### config.mk
export PLATFORM = sky130hd
export DESIGN_NAME = sw_input_conditioner
export DESIGN_NICKNAME = d
export VERILOG_FILES = /design/src/rtl/sw_pkg.sv /design/src/rtl/sw_debounce_bit.sv /design/src/rtl/sw_input_conditioner.sv
export SDC_FILE = /design/constraint.sdc
export NUM_CORES = 1
export LEC_CHECK = 0
export BUFFER_PORTS_ARGS = -buffer_cell sky130_fd_sc_hd__buf_2
export CAP_MARGIN = 25
export CORE_MARGIN = 5
export CORE_UTILIZATION = 40
export DETAILED_ROUTE_END_ITERATION = 10
export SLEW_MARGIN = 15
export SYNTH_ARGS = -nofsm -noshare
export SYNTH_HDL_FRONTEND = slang
export SYNTH_SLANG_ARGS = --single-unit
### constraint.sdc
create_clock -name clk_i -period 3.4 [get_ports clk_i]
set_clock_uncertainty 0.15 [all_clocks]
set_input_delay 0.17 -clock clk_i [delete_from_list [all_inputs] [get_ports clk_i]]
set_output_delay 0.17 -clock clk_i [all_outputs]
set_load 0.05 [all_outputs]
### src/rtl/sw_pkg.sv
`default_nettype none
// ============================================================================
// Module   : sw_pkg
// Brief    : Shared switch-bank constants, also used by the processor I/O map.
// Revision : 1.0
// ============================================================================
package sw_pkg;

    localparam int unsigned c_NUM_SW_DEFAULT          = 17;
    localparam int unsigned c_DEBOUNCE_CYCLES_DEFAULT = 50000;
    localparam int unsigned c_RAW_W                   = 32;

    typedef logic [c_RAW_W-1:0] raw_pins_t;

    // Counter must hold values up to DEBOUNCE_CYCLES-1 without wrapping.
    function automatic int unsigned cnt_width(input int unsigned cycles);
        return $clog2(cycles + 1);
    endfunction

endpackage : sw_pkg
`default_nettype wire

### src/rtl/sw_debounce_bit.sv
`default_nettype none
// ============================================================================
// Module   : sw_debounce_bit
// Brief    : One switch bit: 2-flop synchronizer, debounce counter, level and
//            sticky change-event flop.
// Revision : 1.0
// ============================================================================
module sw_debounce_bit
    import sw_pkg::*;
#(
    parameter int unsigned DEBOUNCE_CYCLES = c_DEBOUNCE_CYCLES_DEFAULT
) (
    input  logic i_clk,
    input  logic i_rst_n,
    input  logic i_raw,
    input  logic i_clr,
    output logic o_level,
    output logic o_evt,
    output logic o_evt_nxt
);

    localparam int unsigned      CNT_W  = cnt_width(DEBOUNCE_CYCLES);
    localparam logic [CNT_W-1:0] c_TERM = CNT_W'(DEBOUNCE_CYCLES - 1);
    localparam logic [CNT_W-1:0] c_ONE  = CNT_W'(1);

    logic             r_s1;
    logic             r_s2;
    logic [CNT_W-1:0] r_cnt;
    logic             r_level;
    logic             r_evt;

    logic w_differ;
    logic w_accept;
    logic w_evt_nxt;

    assign w_differ  = r_s2 ^ r_level;
    assign w_accept  = w_differ && (r_cnt == c_TERM);
    // A new accepted change beats a simultaneous clear.
    assign w_evt_nxt = w_accept | (r_evt & ~i_clr);

    always_ff @(posedge i_clk or negedge i_rst_n) begin
        if (!i_rst_n) begin
            r_s1    <= 1'b0;
            r_s2    <= 1'b0;
            r_cnt   <= '0;
            r_level <= 1'b0;
            r_evt   <= 1'b0;
        end else begin
            r_s1  <= i_raw;
            r_s2  <= r_s1;
            r_evt <= w_evt_nxt;
            if (!w_differ) begin
                r_cnt <= '0;
            end else if (w_accept) begin
                r_cnt   <= '0;
                r_level <= r_s2;
            end else begin
                r_cnt <= r_cnt + c_ONE;
            end
        end
    end

    assign o_level   = r_level;
    assign o_evt     = r_evt;
    assign o_evt_nxt = w_evt_nxt;

endmodule : sw_debounce_bit
`default_nettype wire

### src/rtl/sw_input_conditioner.sv
`default_nettype none
// ============================================================================
// Module   : sw_input_conditioner
// Brief    : Synchronizes, debounces and flags changes on the switch bank;
//            drives a registered interrupt from enabled sticky events.
// Revision : 1.0
// ============================================================================
module sw_input_conditioner
    import sw_pkg::*;
#(
    parameter int unsigned NUM_SW          = c_NUM_SW_DEFAULT,
    parameter int unsigned DEBOUNCE_CYCLES = c_DEBOUNCE_CYCLES_DEFAULT
) (
    input  logic               clk_i,
    input  logic               rst_ni,
    input  logic [c_RAW_W-1:0] io_sw_i,
    input  logic [NUM_SW-1:0]  evt_en_i,
    input  logic [NUM_SW-1:0]  evt_clr_i,
    output logic [NUM_SW-1:0]  sw_o,
    output logic [NUM_SW-1:0]  evt_o,
    output logic               irq_o
);

    logic [NUM_SW-1:0] w_evt_nxt;
    logic              r_irq;

    generate
        for (genvar i = 0; i < NUM_SW; i++) begin : g_bit
            sw_debounce_bit #(
                .DEBOUNCE_CYCLES(DEBOUNCE_CYCLES)
            ) u_bit (
                .i_clk    (clk_i),
                .i_rst_n  (rst_ni),
                .i_raw    (io_sw_i[i]),
                .i_clr    (evt_clr_i[i]),
                .o_level  (sw_o[i]),
                .o_evt    (evt_o[i]),
                .o_evt_nxt(w_evt_nxt[i])
            );
        end

        // Pins above the conditioned range are deliberately ignored.
        if (NUM_SW < c_RAW_W) begin : g_unused_hi
            logic w_unused_hi;
            assign w_unused_hi = ^io_sw_i[c_RAW_W-1:NUM_SW];
        end
    endgenerate

    always_ff @(posedge clk_i or negedge rst_ni) begin
        if (!rst_ni) begin
            r_irq <= 1'b0;
        end else begin
            r_irq <= |(w_evt_nxt & evt_en_i);
        end
    end

    assign irq_o = r_irq;

endmodule : sw_input_conditioner
`default_nettype wire
After elaboration in Yosys (flattened, before gate mapping)
Index checks and enable logic that the tools add are counted.
- register bits: 341
- input port bits: 68
- output and inout port bits: 35
- word-level logic and storage cells: 258
- $add $sub $neg: 17
- equality and inequality tests: 17
- multiplexer cells: 34
- bitwise logic cells: 69
- reduce and logical (&&, ||, !) cells: 35
- operator list (kind ; count):
    16-bit 2-to-1 mux ; 34
    16-bit by 1-bit adder with 16-bit output (second input constant) ; 17
    16-bit == test (second input constant) ; 17
    2-bit AND reduction ; 17
    1-bit AND ; 17
    17-bit AND ; 1
    1-bit logical AND ; 17
    1-bit inverter ; 17
    1-bit OR ; 17
    17-bit OR reduction ; 1
    1-bit XOR ; 17

Longest topological paths before layout
- depth after elaboration: 5
- gate-level depth with buffers: 8
- depth with buffers taken out: 7

Hierarchy
A second synthesis with hierarchy kept.
- cells, all modules: 1525
- area, all modules: 18001.0 um^2
- by module, submodules not included (module ; instances ; cells an instance ; area each (um^2)):
    sw_debounce_bit ; 17 ; 89 ; 1052.3
    sw_input_conditioner ; 1 ; 12 ; 112.6

Worst setup path after synthesis
OpenSTA, ideal clock, no wires.
- kind: register -> register
- from: reg g_bit[13].u_bit.r_cnt[5]
- to: reg g_bit[13].u_bit.r_cnt[11]
- library setup time: 0.118 ns
- arrival time: 1.768 ns
- setup slack: 1.364 ns
- stages on the path, launching flop included: 8
- path buffers: 2
- period minus slack after synthesis: 2.036 ns
- path through: dfrtp_1 nand4bb_1 or4_4 nor4_1 or2_1 buf_6 buf_8 nor2_1
- word-level cells in the longest chain between the ends: 4
- elaborated cells on any way between the ends: 5
- those cells by class: add/sub (1); eq/ne (1); mux (2); reduce/logical (1)
- ends and longest elaborated chain (what ; line ; text):
    start, declared ; sw_debounce_bit.sv:28 ; logic [CNT_W-1:0] r_cnt;
    start signal, assigned ; sw_debounce_bit.sv:58 ; r_cnt <= r_cnt + c_ONE;
    branches (longest 2 deep; another with 16-bit by 1-bit adder with 16-bit output) ; n/a ;
    16-bit 2-to-1 mux (*) ; sw_debounce_bit.sv:54 ; end else if (w_accept) begin
    16-bit 2-to-1 mux (*) ; sw_debounce_bit.sv:52 ; if (!w_differ) begin
Every way passes the cells marked *.
A chain may end at the register's enable or synchronous reset.

Worst setup path after layout
- from: reg g_bit[15].u_bit.r_cnt[0]
- to: reg r_irq (netlist: irq_o)
- word-level cells in the longest chain between the ends: 5
- ends and longest elaborated chain (what ; line ; text):
    start, declared ; sw_debounce_bit.sv:28 ;
    start signal, assigned ; sw_debounce_bit.sv:58 ;
    16-bit == test ; sw_debounce_bit.sv:37 ; assign w_accept = w_differ && (r_cnt == c_TERM);
    1-bit logical AND ; sw_debounce_bit.sv:37 ;
    1-bit OR ; sw_debounce_bit.sv:39 ; assign w_evt_nxt = w_accept | (r_evt & ~i_clr);
    17-bit AND ; sw_input_conditioner.sv:53 ; r_irq <= |(w_evt_nxt & evt_en_i);
    17-bit OR reduction ; sw_input_conditioner.sv:53 ;
    end signal, assigned ; sw_input_conditioner.sv:53 ;
    end, declared ; sw_input_conditioner.sv:25 ; logic r_irq;
Every way passes these cells.

==> results.toml <==
[status]
status = "completed"

[setup_path]
r2r_slack_ns = 0.40
crit_required_ns = 3.70
setup.worst_path.end_class = "register"
slowest_delay_ns = 0.62
crit_chain = "ha_1 > nand3_1 > nand2b_1 > nor3_1 > a22oi_1 > dlygate4sd3_1 > o2111a_1 > dlygate4sd3_1 > nand4_1"
reg2reg_from = "g_bit[15].u_bit.r_cnt[0]"
critPathSlowestCell = "dlygate4sd3_1"
ff2ff_path_depth = 9
worstPathArrival_ns = 3.30
critPathMaxFanout = 5
startpoint_type = "register"
regToRegEndpoint = "irq_o"
crit_top_cell = "dlygate4sd3_1"
criticalPathCategory = "register to register"

[logic_synthesis]
synth_common_cells = "dfrtp_1, nor2_1, xor2_1"
synth_edf_count = 0
synth_fp_nets = 1621
yosys_warnings = 0
ys_ff_latch = 341
synth_top_area_share_pct = 54.65
synth_most_common_cell = "dfrtp_1"
yosys.area.top_type = "dfrtp_1"
synth.avg_cell_area_um2 = 10.17
synth_area_um2 = 15610
synth_ff_type = "dfrtp_1"
synth_cell_types = 50
postSynthCellCount = 1536
synthArstFlopShare_pct = 100.0
yosysSeqAreaShare_pct = 54.65
synth_area_leaders = "dfrtp_1, xor2_1, nor2_1, xnor2_1, nand3_1"

[placed_design]
place_area_um2 = 16410
port_buffers = 87
gp_congestion = 0.7976
post-dp-hpwl_um = 20590

[sta]
tightest_slew_ns = 0.6697
drv_slew = 0
hold_violations = 0
finalCritPeriodShare_pct = 88.12
setup_viol = 0
post-route-min-period_ns = 2.996
finalSetupTns_ns = 0
relSlewSlack_pct = 55.35
rsz0062_at_grt = "no"
max_freq_mhz = 333.8

[pwr]
leakage_nw = 8.154
p_total_mw = 8.597
worst_ir_drop_vdd_mv = 0.3695
p_per_area_nw_per_um2 = 475.0

[finish]
layout-drive-gt1-share_pct = 10.75
final_area_um2 = 18100
syn_to_final_growth_pct = 15.91
nets = 1740

[worst_hold_path]
min_delay_path_depth = 4
hold_start = "evt_en_i[3]"
worst_hold_path_type = "input pin to register"
hold_path_end = "irq_o"

[drt]
drt_iter0_markers = 514
num_vias = 10820
drt_pass1_iterations = 5
drc = 0
ant_nets = 0
wl_per_cell_um = 13.81
vias_per_cell = 4.913
routed_wl_um = 30420

[global_routing]
grt_remaining_overflow = 0
grt_max_degree = 92
grt_pass1_wl_um = 52770
grt_pass1_vias = 10750
grt_usage_pct = 14.27
antenna_found_initial = 3

[clock_network]
root_buffer = "clkbuf_16"
clock-sinks = 341
postCtsSetupBuffers = 0
worstSkewPairLatency_ns = 0.53
cts_resized = 0
cts_tree = "built"
cts_buffer_depth = 3
numCtsBuffers = 38
cts_max_level = 2
path_clk_slew_ns = 0.06

[floorplan]
fp.dieH_um = 207.6
num_io_pins = 103
die_area_um2 = 43090
rows = 72
dieWidth_um = 207.6
core_um2 = 38650
start_util_pct = 40.40

[run]
maxCapViolations = 0
what timing repair did:
action / CTS / global route
hold buffers: 43 / 0
hold endpoints to repair: 114 / 0
setup endpoints to repair: 0 / 0
per-layer routing:
| metal | part of all wire [%] | up-vias | GRT usage [%] |
|---|---|---|---|
| met5 | 0.023 | - | 0 |
| met4 | 2.2 | 2 | 3.762 |
| met3 | 4.1 | 52 | 3.007 |
| met2 | 44 | 149 | 21.97 |
| met1 | 50 | 5230 | 20.67 |
| li1 | - | 5391 | - |
report_power, final:
part | switching [mW] | internal [mW] | total (mW)
Combinational | 0.191 | 0.117 | 0.309
Clock | 1.62 | 2.48 | 4.09
Sequential | 0.0656 | 4.13 | 4.19
critical path, delay by kind of cell, from the launching register on:
kind	cells	cell delay, ns
flip-flops	1	0.42
buffers and inverters	2	1.18
AND/OR/NAND/NOR	4	0.66
AO/OA/AOI/OAI	2	0.29
adder cells (fa/ha/maj)	1	0.23
how the worst max path moves through the flow:
stage | slack [ns] | from | cells past startpoint | end
global route | 0.19 | g_bit[15].u_bit.r_cnt[0] | 9 | irq_o
floorplan | 1.36 | g_bit[13].u_bit.r_cnt[5] | 7 | g_bit[13].u_bit.r_cnt[11]
detailed placement | 1.01 | g_bit[13].u_bit.r_cnt[5] | 5 | g_bit[13].u_bit.r_cnt[8]
finish | 0.40 | g_bit[15].u_bit.r_cnt[0] | 9 | irq_o
CTS | 0.40 | g_bit[6].u_bit.r_cnt[0] | 9 | irq_o
global placement | 1.04 | g_bit[11].u_bit.r_cnt[0] | 6 | g_bit[11].u_bit.r_cnt[5]
layout make-up:
cell class	instances	area, µm²
Antenna cell	1	2.502
Multi-Input combinational cell	1092	6531
Inverter	47	176.4
Fill cell	3591	20550
Sequential cell	341	8533
Clock buffer	57	1144
Timing Repair Buffer	135	950.9
Tap cell	518	648.1
Clock inverter	12	113.9
sequential cells by signal, summed over array words and instances, names as in the netlist:
signal,count
g_bit.u_bit.o_evt,17
g_bit.u_bit.r_s2,17
g_bit.u_bit.o_level,17
g_bit.u_bit.r_cnt,272
g_bit.u_bit.r_s1,17
irq_o,1
through the flow:
step	utilization (%)	std cells	setup WS [ns]	hold slack, ns
final	46.83	2203	0.4038	0.06241
after global routing	46.83	2203	0.1934	0.04823
after CTS	46.83	2202	0.3967	0.02514
after detailed placement	42.46	2090	1.011	0.05996
after global placement	42.46	2090	1.041	0.05243
after floorplan	-	1536	1.364	-0.2756
kinds of logic after synthesis:
| logic type | share of synthesized area (%) |
|---|---|
| and+or+nand+nor | 23.78 |
| adders and majority gates | 1.362 |
| xor gates and xnor gates | 13.46 |
| muxes | 1.010 |
| DFF | 54.65 |
| AOI/OAI and AO/OA | 2.212 |
| buffers and inverters | 3.526 |
layout by cell type (no fill, tap or decap), types with 11 or more instances in the layout:
cell           Yosys  final
a21oi_1           16     16
and3_1            57     57
and4_1            14     14
buf_2             10     86
clkbuf_16          0     39
dfrtp_1          341    341
dlygate4sd3_1      0     43
ha_1              17     17
inv_1             47     47
mux2_2            14     14
nand2_1          101    101
nand2b_1          11     11
nand3_1          110    110
nand4_1           55     55
nor2_1           296    296
nor3_1            32     32
nor4_1            18     18
o21ai_0           28     28
or3_1             22     22
xnor2_1           85     85
xor2_1           155    155
Note: power is estimated with default switching activity, not from simulation.
